`config.mk`:
```
export PLATFORM = sky130hd
export DESIGN_NAME = riscv_mmio_gpio
export DESIGN_NICKNAME = d
export VERILOG_FILES = /design/src/rtl/riscv_mmio_pkg.sv /design/src/rtl/riscv_sync_bus.sv /design/src/rtl/riscv_mmio_gpio.sv
export SDC_FILE = /design/constraint.sdc
export NUM_CORES = 1
export LEC_CHECK = 0
export CAP_MARGIN = 20
export CORE_MARGIN = 1
export CORE_UTILIZATION = 30
export DETAILED_ROUTE_END_ITERATION = 10
export PLACE_DENSITY_LB_ADDON = 0.12
export SETUP_SLACK_MARGIN = 0.3
export SLEW_MARGIN = 20
export SYNTH_ARGS = -nofsm -noshare
export SYNTH_HDL_FRONTEND = slang
export SYNTH_SLANG_ARGS = --single-unit
```
`constraint.sdc`:
```
create_clock -name clk -period 1.9 [get_ports clk]
set_input_delay 0.19 -clock clk [delete_from_list [all_inputs] [get_ports clk]]
set_output_delay 0.19 -clock clk [all_outputs]
set_load 0.02 [all_outputs]
```
`src/rtl/riscv_mmio_pkg.sv`:
```
// Shared constants and helpers for the riscv MMIO GPIO / cycle-counter responder.
package riscv_mmio_pkg;

  localparam int BUS_DATA_W = 32;
  localparam int BUS_STRB_W = 4;

  localparam int unsigned OFF_OUT   = 'h00;
  localparam int unsigned OFF_SET   = 'h04;
  localparam int unsigned OFF_CLR   = 'h08;
  localparam int unsigned OFF_TGL   = 'h0C;
  localparam int unsigned OFF_IN    = 'h10;
  localparam int unsigned OFF_CYCLE = 'h14;
  localparam int unsigned OFF_BLINK = 'h18;

  // Replace only the strobed bytes of old_w with the matching bytes of new_w.
  function automatic logic [BUS_DATA_W-1:0] strb_merge(
    input logic [BUS_DATA_W-1:0] old_w,
    input logic [BUS_DATA_W-1:0] new_w,
    input logic [BUS_STRB_W-1:0] strb
  );
    logic [BUS_DATA_W-1:0] r;
    r = old_w;
    for (int b = 0; b < BUS_STRB_W; b++) begin
      if (strb[b]) r[8*b +: 8] = new_w[8*b +: 8];
    end
    return r;
  endfunction

endpackage

```
`src/rtl/riscv_sync_bus.sv`:
```
// Multi-bit, per-bit independent flop-chain synchronizer for asynchronous pin inputs.
module riscv_sync_bus #(
  parameter int WIDTH  = 4,
  parameter int STAGES = 2
) (
  input  logic             clk,
  input  logic             rst_n,
  input  logic [WIDTH-1:0] async_i,
  output logic [WIDTH-1:0] sync_o
);

  logic [STAGES-1:0][WIDTH-1:0] stage_q;

  always_ff @(posedge clk or negedge rst_n) begin
    if (!rst_n) stage_q <= '0;
    else        stage_q <= {stage_q[STAGES-2:0], async_i};
  end

  assign sync_o = stage_q[STAGES-1];

endmodule

```
`src/rtl/riscv_mmio_gpio.sv`:
```
// MMIO GPIO + free-running cycle counter responder on the core data bus.
// Define GPIO_BLINK_EN to add the BLINK register and its 24-bit blink prescaler.
module riscv_mmio_gpio
  import riscv_mmio_pkg::*;
#(
  parameter int ADDR_W      = 8,
  parameter int NUM_OUT     = 4,
  parameter int NUM_IN      = 4,
  parameter int SYNC_STAGES = 2
) (
  input  logic                  clk,
  input  logic                  rst_n,
  input  logic                  req_valid,
  output logic                  req_ready,
  input  logic                  req_we,
  input  logic [ADDR_W-1:0]     req_addr,
  input  logic [BUS_DATA_W-1:0] req_wdata,
  input  logic [BUS_STRB_W-1:0] req_wstrb,
  output logic                  rsp_valid,
  input  logic                  rsp_ready,
  output logic [BUS_DATA_W-1:0] rsp_rdata,
  output logic                  rsp_err,
  output logic [NUM_OUT-1:0]    gpio_out,
  input  logic [NUM_IN-1:0]     gpio_in
);

`ifdef GPIO_BLINK_EN
  localparam int unsigned MAP_END = 'h1C;
`else
  localparam int unsigned MAP_END = 'h18;
`endif

  logic [NUM_OUT-1:0]    out_q, out_d;
  logic [BUS_DATA_W-1:0] cycle_q, cycle_d;
  logic                  rsp_valid_q, rsp_valid_d;
  logic [BUS_DATA_W-1:0] rdata_q, rdata_d;
  logic                  err_q, err_d;
  logic [NUM_IN-1:0]     in_sync;
  logic                  accept, bad_addr;
  logic [NUM_OUT-1:0]    strb_bits, out_wr;

  riscv_sync_bus #(.WIDTH(NUM_IN), .STAGES(SYNC_STAGES)) u_in_sync (
    .clk     (clk),
    .rst_n   (rst_n),
    .async_i (gpio_in),
    .sync_o  (in_sync)
  );

  assign req_ready = !rsp_valid_q || rsp_ready;
  assign accept    = req_valid && req_ready;
  assign bad_addr  = (|req_addr[1:0]) || (req_addr >= ADDR_W'(MAP_END));
  // SET/CLR/TGL see unstrobed bytes as zero; OUT sees them as unchanged.
  assign strb_bits = NUM_OUT'(strb_merge('0, req_wdata, req_wstrb));
  assign out_wr    = NUM_OUT'(strb_merge(BUS_DATA_W'(out_q), req_wdata, req_wstrb));

`ifdef GPIO_BLINK_EN
  logic [NUM_OUT-1:0] blink_q, blink_d;
  logic [23:0]        presc_q;
  logic               phase_q;
`endif

  always_comb begin
    out_d       = out_q;
    cycle_d     = cycle_q + 32'd1;
    rsp_valid_d = rsp_valid_q;
    rdata_d     = rdata_q;
    err_d       = err_q;
`ifdef GPIO_BLINK_EN
    blink_d     = blink_q;
`endif
    if (rsp_valid_q && rsp_ready) rsp_valid_d = 1'b0;
    if (accept) begin
      rsp_valid_d = 1'b1;
      err_d       = bad_addr;
      rdata_d     = '0;
      if (!bad_addr) begin
        case (req_addr)
          ADDR_W'(OFF_OUT):   if (req_we) out_d = out_wr; else rdata_d = BUS_DATA_W'(out_q);
          ADDR_W'(OFF_SET):   if (req_we) out_d = out_q | strb_bits;
          ADDR_W'(OFF_CLR):   if (req_we) out_d = out_q & ~strb_bits;
          ADDR_W'(OFF_TGL):   if (req_we) out_d = out_q ^ strb_bits;
          ADDR_W'(OFF_IN):    if (!req_we) rdata_d = BUS_DATA_W'(in_sync);
          // Reads report the count the register takes on at this acceptance edge.
          ADDR_W'(OFF_CYCLE): if (req_we) cycle_d = strb_merge(cycle_q, req_wdata, req_wstrb);
                              else rdata_d = cycle_q + 32'd1;
`ifdef GPIO_BLINK_EN
          ADDR_W'(OFF_BLINK): if (req_we) blink_d = NUM_OUT'(strb_merge(BUS_DATA_W'(blink_q), req_wdata, req_wstrb));
                              else rdata_d = BUS_DATA_W'(blink_q);
`endif
          default: ;
        endcase
      end
    end
  end

  always_ff @(posedge clk or negedge rst_n) begin
    if (!rst_n) begin
      out_q       <= '0;
      cycle_q     <= '0;
      rsp_valid_q <= 1'b0;
      rdata_q     <= '0;
      err_q       <= 1'b0;
    end else begin
      out_q       <= out_d;
      cycle_q     <= cycle_d;
      rsp_valid_q <= rsp_valid_d;
      rdata_q     <= rdata_d;
      err_q       <= err_d;
    end
  end

`ifdef GPIO_BLINK_EN
  always_ff @(posedge clk or negedge rst_n) begin
    if (!rst_n) begin
      blink_q <= '0;
      presc_q <= '0;
      phase_q <= 1'b0;
    end else begin
      blink_q <= blink_d;
      presc_q <= presc_q + 24'd1;
      if (presc_q == 24'hFF_FFFF) phase_q <= !phase_q;
    end
  end

  assign gpio_out = out_q & ~(blink_q & {NUM_OUT{phase_q}});
`else
  assign gpio_out = out_q;
`endif

  assign rsp_valid = rsp_valid_q;
  assign rsp_rdata = rdata_q;
  assign rsp_err   = err_q;

endmodule
```
==> results.yml, run 1 <==
outcome:
  result_of_the_run: "finished, final reports clean"
global_routing:
  grt_overflow_total: 0
  grt_pass1_vias: 4637
  antenna_found_initial: 0
  first_pass_grt_wire_length_um: 24420
  grt.total_usage_pct: 21.57
  grt_start_max_net_pins: 37
cells_and_area:
  nets: 750
  insertedDiodeCount: 0
  areaGrowthSynthToFinish_pct: 78.90
  final_non_filler_cells: 873
  share_of_cells_above_drive_strength_1_pct: 41.70
die:
  fp-row-count: 43
  top_level_ports: 92
  core_area_sq_um: 14100
  initial_core_util_pct: 31.21
  floorplan.die_area_sq_um: 15150
  die_width_um: 123.1
  die_h_um: 123.1
timing:
  fin_skew_ns: 0.008813
  rsz_0062_raised_after_global_routing: "yes"
  timing.max_slew.rel_slack_pct: 65.71
  final.min_clock_period_ns: 1.881
  post-route-period-util_pct: 98.99
  tightestPinTransition_ns: 0.5144
  timing.fmax_mhz: 531.7
  final_hold_viol_count: 0
  setup_violating_endpoint_count_in_the_final_report: 0
  total_negative_setup_slack_ns: 0
  final_max_slew_viol_count: 0
hold_path:
  hold_path.class: "in2reg"
power_and_ir_drop:
  power.static_leakage_nw: 3.402
  power.net_switching_mw: 1.436
  clock_power_share_pct: 39.8
  pwr-share-comb_pct: 22.9
  internal-power_mw: 3.660
  power_mw: 5.096
  seq_power_share_pct: 37.3
  power-per-cell-area_nw_per_um2: 647.5
  irDropWorstVdd_v: 0.0005981
  netSwitchingFraction_pct: 28.18
flow_run:
  cap_viol_max_count: 0
detailed_routing:
  count_of_antenna_violating_nets_left_after_detailed_routing: 0
  drt-wirelength-per-cell_um: 17.99
  vias: 4546
  detail_route.first_pass.iterations: 5
  initialDrtViolationCount: 230
  drc_errors: 0
  via_to_cell_ratio: 5.207
  route.final.wire_length_um: 15700
cts:
  cts.htree.levels: 3
  worst_setup_hold_path_clk_slew_ns: 0.07
  cts_made_buffers: 9
  cts_root_buf: "sky130_fd_sc_hd__clkbuf_16"
  clock_latency_ns: 0.36
  tritoncts: "yes"
  cts.sinks: 78
  clock_path_buffers: 2
logic_synthesis:
  synth-seq-cells: 78
  postSynthAreaPerCell_sq_um: 9.320
  post_synthesis_cell_type_count: 52
  netlist.area_leader.share_pct: 44.37
  synth_top_cell_by_area: "sky130_fd_sc_hd__dfrtp_1"
  synthArstFlopShare_pct: 100.0
  yosys_warnings: 0
  number_of_enable_flip_flop_cells_after_synthesis: 0
  synth.cell_area_sq_um: 4399
  netlist_top_cells_area: "sky130_fd_sc_hd__dfrtp_1 44%, sky130_fd_sc_hd__o21ai_0 5.5%, sky130_fd_sc_hd__xnor2_1 4.6%, sky130_fd_sc_hd__nand2_1 4.5%, sky130_fd_sc_hd__nand3_1 2.7%"
  syn-num-nets: 534
  yosys_most_used_dff: "sky130_fd_sc_hd__dfrtp_1"
  synth.yosys.seq_area_share_pct: 44.37
  syn-instance-count: 472
setup_path:
  required_ns: 2.14
  crit_arrival_ns: 2.12
  critPathMaxFanout: 3
  startpoint_type: "flip-flop"
  worstSetupEndpointType: "flip-flop"
  crit_path_cell_trace: "and4_4, nand3_4, or4_4, or3b_1, o221a_2"
  timing_worst_setup_path_type: "reg2reg"
  critPathSlowestCell: "sky130_fd_sc_hd__or4_4"
  max_stage_delay_ns: 0.54
place:
  globalplace.congestion: 0.8765
  place.port_buffers: 91
  place_hpwl_um: 10410
  dp.cells: 810
[timing repair]
item,4_1_cts,5_1_grt
resized for setup,135,71
pin swaps,56,39
hold buffers,1,0
setup endpoints to repair,70,68
setup buffers,23,13
cloned,9,1
endpoints found under the hold margin,34,0
[final timing paths]
check | slack [ns] | cells after the start | endpoint | startpoint
worst max-delay path | 0.02 | 5 | cycle_q[31]$_DFFE_PN0P_ | cycle_q[1]$_DFFE_PN0P_
worst min-delay path | 0.27 | 1 | u_in_sync.stage_q[1]$_DFF_PN0_ | gpio_in[1]
worst max register to register | 0.02 | 5 | cycle_q[31]$_DFFE_PN0P_ | cycle_q[1]$_DFFE_PN0P_
worst min register to register | 0.35 | 0 | u_in_sync.sync_o[2]$_DFF_PN0_ | u_in_sync.stage_q[2]$_DFF_PN0_
max in group asynchronous | 0.94 | 3 | cycle_q[14]$_DFFE_PN0P_ | rst_n
min in group asynchronous | 0.35 | 2 | gpio_out[1]$_DFFE_PN0P_ | rst_n
[cells by family (layout without fill, tap and decap cells)]
| logic type | count (synthesis) | count (layout) | synth area share [%] |
|---|---|---|---|
| AND/OR/NAND/NOR | 170 | 171 | 20.22 |
| AO/OA/AOI/OAI | 123 | 123 | 19.03 |
| flip-flops | 78 | 78 | 44.37 |
| buffers and inverters | 49 | 269 | 4.778 |
| XOR/XNOR | 30 | 30 | 5.973 |
| multiplexers | 13 | 13 | 3.072 |
| adder cells (fa/ha/maj) | 9 | 9 | 2.560 |
[cells in the mapped netlist, drive strengths merged (4+ instances only)]
cell type	number
nor2	16
a21oi	13
nand2	53
a22o	7
clkbuf	14
dfrtp	78
mux2i	9
nand3	24
a2bb2oi	4
o21a	9
ha	9
nor4	8
inv	23
and3	13
o221a	10
xor2	7
xnor2	23
o21ai	49
and4	4
buf	12
nand4	17
a221o	5
nor3	18
mux2	4
o22ai	8
[final cells by class]
class | count | area [sq um]
inverters | 23 | 86.33
fillers | 1244 | 6226
multi-input cells | 346 | 2984
flip-flops and latches | 78 | 1956
well taps | 180 | 225.2
clock buffers | 9 | 225.2
clock inverters | 7 | 122.6
repair buffers | 230 | 2271
[routing by layer]
layer	global-route usage (%)	share of wire, %	wire [um]	up-vias
met3	4.613	4.6	719	19
met1	28.61	45	7118	2243
met5	0	0	0	-
li1	-	-	-	2163
met4	6.175	1.5	237	0
met2	35.32	49	7628	121
[registers in the layout, summed over array words and instances (netlist names)]
name / cells
cycle_q: 32
gpio_out: 4
rsp_err: 1
rsp_rdata: 32
rsp_valid: 1
u_in_sync.stage_q: 4
u_in_sync.sync_o: 4
[per-stage QoR]
step | hold slack (ns) | util [%] | area (sq um) | worst slack [ns]
2_1_floorplan | -0.1056 | - | 4574 | -0.05054
3_3_place_gp | 0.1919 | 44.59 | 6286 | -0.4537
3_5_place_dp | 0.1968 | 44.59 | 6286 | -0.4866
4_1_cts | 0.2622 | 52.85 | 7450 | 0.02503
5_1_grt | 0.2640 | 55.83 | 7870 | -0.04320
6_report | 0.2740 | 55.83 | 7870 | 0.01924
[power groups by stage]
stage / clock network, mW / logic, mW / registers [mW]
2_1_floorplan: 0 / 0.488 / 1.95
3_3_place_gp: 0 / 1.00 / 1.92
3_5_place_dp: 0 / 1.01 / 1.92
4_1_cts: 2.07 / 1.08 / 1.90
5_1_grt: 2.13 / 1.27 / 1.91
6_report: 2.03 / 1.17 / 1.90
[worst max-delay path: cells and delay by family (launching register included)]
kind / cells / cell delay [ns]
compound gates: 1 / 0.13
flops: 1 / 0.38
simple gates: 4 / 1.25
[layout by cell type (no fill, tap or decap), types with 5 or more instances in the layout]
| cell | synthesis | layout |
|---|---|---|
| sky130_fd_sc_hd__buf_16 | 0 | 6 |
| sky130_fd_sc_hd__nor2_1 | 16 | 11 |
| sky130_fd_sc_hd__xnor2_2 | 0 | 10 |
| sky130_fd_sc_hd__o21ai_2 | 0 | 25 |
| sky130_fd_sc_hd__nor4_4 | 0 | 6 |
| sky130_fd_sc_hd__o21a_1 | 9 | 9 |
| sky130_fd_sc_hd__o221a_2 | 10 | 9 |
| sky130_fd_sc_hd__clkdlybuf4s50_1 | 0 | 79 |
| sky130_fd_sc_hd__o21ai_1 | 1 | 15 |
| sky130_fd_sc_hd__nand2_1 | 53 | 49 |
| sky130_fd_sc_hd__and3_4 | 0 | 5 |
| sky130_fd_sc_hd__buf_12 | 0 | 6 |
| sky130_fd_sc_hd__inv_1 | 23 | 21 |
| sky130_fd_sc_hd__a22o_1 | 7 | 7 |
| sky130_fd_sc_hd__xor2_1 | 7 | 5 |
| sky130_fd_sc_hd__mux2i_1 | 9 | 9 |
| sky130_fd_sc_hd__ha_1 | 9 | 8 |
| sky130_fd_sc_hd__a21oi_1 | 13 | 10 |
| sky130_fd_sc_hd__nand3_1 | 24 | 16 |
| sky130_fd_sc_hd__a221o_1 | 5 | 5 |
| sky130_fd_sc_hd__xnor2_1 | 23 | 12 |
| sky130_fd_sc_hd__dfrtp_1 | 78 | 75 |
| sky130_fd_sc_hd__clkbuf_16 | 0 | 10 |
| sky130_fd_sc_hd__buf_6 | 0 | 31 |
| sky130_fd_sc_hd__nor3_4 | 0 | 8 |
| sky130_fd_sc_hd__o21ai_0 | 48 | 7 |
| sky130_fd_sc_hd__nor3_1 | 18 | 8 |
| sky130_fd_sc_hd__and3_1 | 13 | 8 |
| sky130_fd_sc_hd__nand4_1 | 16 | 16 |
| sky130_fd_sc_hd__buf_4 | 4 | 94 |
Note: power is estimated with default switching activity, not from simulation.
==> run 2: changes to the inputs <==
- DONT_BUFFER_PORTS: unset -> 1
==> run 2 against run 1 <==
The flow now finishes with violations (negative hold slack). Largest cell class unchanged. Largest power group is now registers. Count of clock-buffer cells in the layout is the same. Global-route usage shrank 0.11 points. Register-to-register slack improved by 0.02 ns. Critical endpoint unchanged. First-iteration DRC count is 8.7% higher. Sequential power barely moved. Maximum frequency up 0.92%. Clock skew barely moved. Design area down 10%. Highest routed layer unchanged. Non-clock buffer count is 86 lower. Flip-flop and latch count did not move.
==> results.yml, run 2 (synthesis results as in run 1) <==
setup_path:
  startpoint_type: "flip-flop"
  critical_path.endpoint: "cycle_q[31]$_DFFE_PN0P_"
  worstSetupEndpointType: "flip-flop"
  timing.critical_path.from: "cycle_q[10]$_DFFE_PN0P_"
  timing_worst_setup_path_type: "reg2reg"
  reg2reg_depth: 5
  crit_path_cell_trace: "and4_4, nand4_4, or4_4, or3b_1, o221a_2"
  critPathSlowestCell: "sky130_fd_sc_hd__or4_4"
  crit_cells: 5
  rrSetupSlack_ns: 0.04
  r2r-end: "cycle_q[31]$_DFFE_PN0P_"
  critPathMaxFanout: 4
  required_ns: 2.14
  timing.critical_path.max_delay_family: "simple AND/OR/NAND/NOR gates"
  buffers_and_inverters_on_the_worst_path: 0
  reg2reg_from: "cycle_q[10]$_DFFE_PN0P_"
  max_stage_delay_ns: 0.46
  crit_arrival_ns: 2.10
detailed_routing:
  route.final.wire_length_um: 15580
  vias: 4152
  initialDrtViolationCount: 250
  drc_errors: 0
  count_of_antenna_violating_nets_left_after_detailed_routing: 0
  drt-wirelength-per-cell_um: 19.82
  detail_route.first_pass.iterations: 4
  via_to_cell_ratio: 5.282
die:
  floorplan.die_area_sq_um: 15150
  core_area_sq_um: 14100
  die_h_um: 123.1
  fp-row-count: 43
  initial_core_util_pct: 31.21
  top_level_ports: 92
  die_width_um: 123.1
cells_and_area:
  areaGrowthSynthToFinish_pct: 60.58
  mostFrequentLayoutCell: "sky130_fd_sc_hd__buf_4"
  nets: 663
  share_of_cells_above_drive_strength_1_pct: 47.69
  final_cell_mix: "84 x sky130_fd_sc_hd__buf_4, 75 x sky130_fd_sc_hd__dfrtp_1, 49 x sky130_fd_sc_hd__nand2_1"
  fin_area_sq_um: 7064
  final_non_filler_cells: 786
  insertedDiodeCount: 0
cts:
  cts.sinks: 78
  cts_made_buffers: 9
  cts-hold-fix-buffers: 14
  clock_path_buffers: 2
  worst_setup_hold_path_clk_slew_ns: 0.06
  cts_root_buf: "sky130_fd_sc_hd__clkbuf_16"
  tritoncts: "yes"
  clock_latency_ns: 0.35
  cts.htree.levels: 3
place:
  placed_cell_area_sq_um: 5223
  place_hpwl_um: 9998
  globalplace.congestion: 0.8660
  dp.cells: 700
  place_worst_setup_slack_ns: -0.06754
  place.port_buffers: 0
timing:
  final_max_slew_viol_count: 0
  setup_violating_endpoint_count_in_the_final_report: 0
  final_hold_viol_count: 78
  rsz_0062_raised_after_global_routing: "yes"
  setup_slack_ns: 0.03637
  post-route-period-util_pct: 98.09
  timing.max_slew.rel_slack_pct: 75.38
  timing.fmax_mhz: 536.6
  tightestPinTransition_ns: 0.3662
  final.min_clock_period_ns: 1.864
  fin_skew_ns: 0.008588
  finalHoldWorstSlack_ns: -0.4700
outcome:
  violations_in_the_final_reports: "negative hold slack"
  result_of_the_run: "finished with violations"
global_routing:
  grt_overflow_total: 0
  first_pass_grt_wire_length_um: 24120
  grt_pass1_vias: 4466
  antenna_found_initial: 0
  grt_start_max_net_pins: 79
  grt.total_usage_pct: 21.46
flow_run:
  cap_viol_max_count: 0
power_and_ir_drop:
  irDropWorstVdd_v: 0.0005531
  power-per-cell-area_nw_per_um2: 667.4
  power.static_leakage_nw: 3.033
  power_mw: 4.715
hold_path:
  hold_path.class: "in2async"
run 2: changes by cell type in the layout (fill, tap and decap cells not counted), moves of 3 or more:
cell                              before  now
sky130_fd_sc_hd__clkdlybuf4s50_1      79    0
sky130_fd_sc_hd__dlygate4sd3_1         1   14
sky130_fd_sc_hd__buf_4                94   84
sky130_fd_sc_hd__o21ai_2              25   32
sky130_fd_sc_hd__o21ai_1              15   10
sky130_fd_sc_hd__clkbuf_2              4    0
sky130_fd_sc_hd__dlygate4sd2_1         4    0
sky130_fd_sc_hd__nor3_2                2    6
sky130_fd_sc_hd__a21oi_1              10    7
sky130_fd_sc_hd__a21oi_2               3    6
sky130_fd_sc_hd__o21ai_0               7    4
run 2: repair_timing:
item	in CTS	in global routing
endpoints found under the setup margin	67	67
gates resized for setup	121	80
gates cloned	7	1
endpoints found under the hold margin	91	78
setup buffers	28	20
pin swaps	58	45
run 2: worst min path at each step:
stage,from,to,slack (ns),depth (start not counted)
global placement,rst_n,rsp_rdata[27]$_DFFE_PN0P_,-0.10,0
detailed placement,rst_n,rsp_rdata[27]$_DFFE_PN0P_,-0.10,0
global route,rst_n,u_in_sync.sync_o[1]$_DFF_PN0_,-0.49,0
floorplan,rst_n,cycle_q[0]$_DFFE_PN0P_,-0.11,0
finish,rst_n,u_in_sync.sync_o[1]$_DFF_PN0_,-0.47,0
CTS,rst_n,gpio_out[2]$_DFFE_PN0P_,-0.49,0
run 2: report_power, final:
group / switching, mW / internal (mW)
combinational: 0.529 / 0.516
sequential: 0.111 / 1.79
clock: 0.743 / 1.02
total: 1.38 / 3.33
run 2: cell type report:
cell class,count,area (sq um)
fill,1300,7032
multi-input combinational,345,3024
sequential,78,1956
timing repair buffer,144,1474
clock buffer,9,225.2
tap,180,225.2
inverter,23,86.33
clock inverter,7,73.82
run 2: stage by stage:
stage                     setup TNS (ns)  utilization [%]
after detailed placement         -0.9150            37.05
after global placement           -0.2350            37.05
after CTS                              0            46.08
after floorplan                  -0.1489                -
final                                  0            50.12
after global routing            -0.07095            50.12
run 2: layer usage:
layer	vias up	wire length (um)	global-route usage (%)
li1	1974	-	-
met1	2065	6848	27.29
met2	90	7504	34.45
met5	-	0	0
met4	0	286	7.455
met3	23	935	6.550
==> run 3: changes to the inputs <==
- SLEW_MARGIN: 20 -> 15
==> results of run 3 <==
No change in the layout: final DEF, timing and power equal those of run 2.
==> edit 1: new RTL, config.mk and constraints of run 3 <==
`NUM_IN`: 4 -> 3.
--- a/src/rtl/riscv_mmio_gpio.sv
+++ b/src/rtl/riscv_mmio_gpio.sv
@@ -7,3 +7,3 @@
   parameter int NUM_OUT     = 4,
-  parameter int NUM_IN      = 4,
+  parameter int NUM_IN      = 3,
   parameter int SYNC_STAGES = 2
Interface: changed (resized gpio_in); port bits go from 92 to 91. The function was not compared with the original's and may differ.
==> edit 1 against run 3 <==
  * The run still ends with negative hold slack left
  * Worst setup slack better by 0.19 ns
  * Final cell count decreased by 7.8%
  * Combinational power down 22%
  * Critical path depth is 1 lower
  * Wire length is 14% lower
  * Fmax up 12%
  * Design area down 20%
  * Sequential cell count shrank 2
  * Sequential share of layout area increased by 6.0 points
  * Power is 8.0% lower
  * Synthesized area rose by 1.3%
  * Clock power fell by 8%
  * Largest cell class unchanged
  * Largest power group unchanged
  * Highest routed layer unchanged
==> edit 1: results (changes against run 3) <==
- The post-synthesis mux area share came to 4.38% (was 3.07%).
- Most common library cells after synthesis: 76 x sky130_fd_sc_hd__dfrtp_1, 69 x sky130_fd_sc_hd__nand2_1, 32 x sky130_fd_sc_hd__o21ai_0 (was 78 x sky130_fd_sc_hd__dfrtp_1, 53 x sky130_fd_sc_hd__nand2_1, 48 x sky130_fd_sc_hd__o21ai_0).
- The fraction of synthesized cell area in xor and xnor cells was 5.90% (was 5.97%).
- The worst ir drop on vdd was 0.467 mV (was 0.553 mV).
- The final weighted congestion in routability-driven placement is 0.755 (was 0.866).
- Violated checks: negative hold slack (unchanged).
- The fraction of met3 tracks used by global routing is 6.32% (was 6.55%).
- The met2 wire length is 6060 µm (was 7500 µm).
- The startpoint of the worst register-to-register path is rsp_valid (was cycle_q[10]).
- The cell area reported after detailed placement is 0.00483 mm² (was 0.00522 mm²).
- The final-stage net count was 597 (was 663).
- The worst hold slack across all endpoints is -0.462 ns (was -0.470 ns).
- The met3 layer wire length in the routed design is 931 µm (was 935 µm).
- The number of global-route vias before repair is 3749 (was 4466).
- Ranking of synthesized cells by area: sky130_fd_sc_hd__dfrtp_1 43%, sky130_fd_sc_hd__nand2_1 5.8%, sky130_fd_sc_hd__o21ai_0 3.6% (was sky130_fd_sc_hd__dfrtp_1 44%, sky130_fd_sc_hd__o21ai_0 5.5%, sky130_fd_sc_hd__xnor2_1 4.6%).
- The maximum clock skew at final layout was 0.0101 ns (was 0.00859 ns).
- The delay contributed by the slowest stage of the critical path came to 0.55 ns (was 0.46 ns).
- The mean instance size in the synthesized netlist is 9.00 µm² (was 9.32 µm²).
- The mean routed wirelength per cell is 18.5 µm (was 19.8 µm).
- The number of vias per cell is 5.27 (was 5.28).
- The slew of the pin with the lowest slew margin came to 0.460 ns (was 0.366 ns).
- The worst reg2reg path depth was 4 (was 5).
- The worst slack at placement is 0.0220 ns (was -0.0675 ns).
- The global routing usage on met2 came to 27.6% (was 34.4%).
- The met1 layer wirelength in the final routing is 6270 µm (was 6850 µm).
- The arithmetic-cell share of the synthesized area counting full adders, half adders and majority gates is 2.53% (was 2.56%).
- Run status: finished with violations (unchanged).
- The sequential element share of the synthesized area came to 42.7% (was 44.4%).
- The final period demand of the worst path is 1.67 ns (was 1.86 ns).
- The number of different library cells in the post-synthesis netlist is 53 (was 52).
- The detailed placer's ending HPWL is 9010 µm (was 10000 µm).
- The arrival time of data at the critical path endpoint was 1.90 ns (was 2.10 ns).
- The first-iteration detailed-routing DRC count is 186 (was 250).
- The total count of hold-check failures in the final report is 76 (was 78).
- The share of the synthesized area in compound gates (AO/OA/AOI/OAI) came to 14.0% (was 19.0%).
- The post-placement cell count is 678 (was 700).
- The maximum net fanout on the critical path is 7 (was 4).
- The slack of the worst reg-to-reg path is 0.23 ns (was 0.04 ns).
- The total vias in the final route was 3819 (was 4152).
## edit 1: layout make-up
| type | instances | area [µm²] |
|---|---|---|
| Clock inverter | 5 | 28.8 |
| Tap cell | 184 | 230 |
| Multi-Input combinational cell | 379 | 2670 |
| Sequential cell | 76 | 1910 |
| Timing Repair Buffer | 61 | 557 |
| Inverter | 9 | 33.8 |
| Fill cell | 1519 | 8870 |
| Clock buffer | 11 | 243 |
## edit 1: worst max-delay path: cells and delay by family (launching register included)
family	cells	cell delay [ns]
flip-flops	1	0.42
multiplexers	1	0.33
AND/OR/NAND/NOR	3	0.79
## edit 1: timing repair
action / 4_1_cts / 5_1_grt
endpoints found under the setup margin: 57 / 51
endpoints found under the hold margin: 92 / 76
gates cloned: 2 / 1
pin swaps: 9 / 26
setup buffers: 5 / 9
gates resized for setup: 29 / 45
## edit 1: report_power, final
part / switching, mW / internal, mW / leakage [nW]
clock network: 0.703 / 0.914 / 0.139
registers: 0.142 / 1.76 / 0.925
logic: 0.431 / 0.390 / 1.27
==> edit 2: new RTL, settings of run 3 <==
Without the edit above. Register the output `rsp_err` once more, cleared by the reset; this adds one clock of latency there. The other outputs are not delayed to match.
--- a/src/rtl/riscv_mmio_gpio.sv
+++ b/src/rtl/riscv_mmio_gpio.sv
@@ -131,3 +131,9 @@
   assign rsp_rdata = rdata_q;
-  assign rsp_err   = err_q;
+  always_ff @(posedge clk or negedge rst_n) begin
+    if (!rst_n) begin
+      rsp_err <= '0;
+    end else begin
+      rsp_err <= err_q;
+    end
+  end
 
Behaviour: not the same (a bounded check fails within 4 cycles, from zero or initial values and one cycle with rst_n low).
==> edit 2 against run 3 <==
  * Largest cell class unchanged
  * Sequential power increased by 4%
  * Sequential share of layout area is 3.3 points higher
  * Largest power group unchanged
  * Design area is 9.2% lower
  * Wire length decreased by 3.5%
  * Critical endpoint is now cycle_q[29]
  * The run still ends with negative hold slack left
  * Highest routed layer unchanged
  * Power up 0.53%
  * Synthesized area grew 2.6%
  * Hold slack improved by 0.00050 ns
  * Worst setup slack improved by 0.060 ns
  * Sequential cell count rose by 1
==> edit 2: results (changes against run 3) <==
- The global routing usage on met2 was 29.7% (was 34.4%).
- The met3 layer wire length in the routed design was 850 µm (was 935 µm).
- The post-placement cell count is 695 (was 700).
- The fraction of met3 tracks used by global routing came to 6.06% (was 6.55%).
- The detailed placer's ending HPWL is 9930 µm (was 10000 µm).
- The leakage dissipation came to 2.58 nW (was 3.03 nW).
- The number of standard cells in the final layout excluding fillers is 760 (was 786).
- The aggregate routed wire length is 15000 µm (was 15600 µm).
- The clock network fraction of design power is 37.7% (was 37.4%).
- The worst hold slack across all endpoints is -0.469 ns (was -0.470 ns).
- The arrival time of data at the critical path endpoint came to 2.02 ns (was 2.10 ns).
- The area of the die is 0.0155 mm² (was 0.0152 mm²).
- The slack of the worst reg-to-reg path is 0.1 ns (was 0.04 ns).
- The share of the final layout cell area in sequential cells is 31.0% (was 27.7%).
- The number of global-route vias before repair is 4052 (was 4466).
- The library cell contributing the largest single delay on the critical path is sky130_fd_sc_hd__dfrtp_2 (was sky130_fd_sc_hd__or4_4).
- The met1 layer usage reported by global route came to 24.5% (was 27.3%).
- The total number of sequential cells was 79 (was 78).
- The pin count of the biggest net entering global routing was 80 (was 79).
- The clock tree cell share of total cell area came to 4.66% (was 4.23%).
- The fill cell total of the finished layout came to 1397 (was 1300).
- Run status: finished with violations (unchanged).
- Ranking of synthesized cells by area: sky130_fd_sc_hd__dfrtp_1 44%, sky130_fd_sc_hd__nand2_1 5.1%, sky130_fd_sc_hd__xnor2_1 3.9% (was sky130_fd_sc_hd__dfrtp_1 44%, sky130_fd_sc_hd__o21ai_0 5.5%, sky130_fd_sc_hd__xnor2_1 4.6%).
- The sequential power is 1.99 mW (was 1.91 mW).
- The growth of design area from synthesis to finish is 42.2% (was 60.6%).
- The number of multi-input logic gates is 356 (was 345).
- The sequential element share of the synthesized area is 43.8% (was 44.4%).
- Violated checks: negative hold slack (unchanged).
- The first-pass GRT wire length is 22900 µm (was 24100 µm).
- The buffer count excluding the clock tree in the final layout is 109 (was 144).
- The total count of hold-check failures in the final report came to 79 (was 78).
-- edit 2: changes by cell type after synthesis, sizes merged, moves of 7 or more --
| cell | run 3 | this run |
|---|---|---|
| a21oi | 13 | 26 |
| nand2 | 53 | 61 |
| nand2b | 0 | 8 |
| inv | 23 | 16 |
| nor3 | 18 | 11 |
-- edit 2: repair_timing --
item,CTS,global route
setup endpoints to repair,67,63
endpoints found under the hold margin,90,80
gates cloned,0,1
setup buffers,25,11
hold buffers,11,1
gates resized for setup,46,58
pin swaps,43,29
-- edit 2: cells by family after synthesis --
group	count (synthesis)	share of synthesized area (%)
muxes	15	3.47
buffers and inverters	45	4.24
and+or+nand+nor	174	21.6
adders and majority gates	9	2.50
AOI/OAI and AO/OA	127	18.6
xor gates and xnor gates	30	5.82
DFF	79	43.8
-- edit 2: through the flow --
stage                     utilization (%)  hold slack (ns)
after global routing                 44.0           -0.484
final                                44.0           -0.469
after global placement               36.0           -0.103
after detailed placement             36.0           -0.103
after floorplan                         -           -0.106
after CTS                            41.5           -0.482
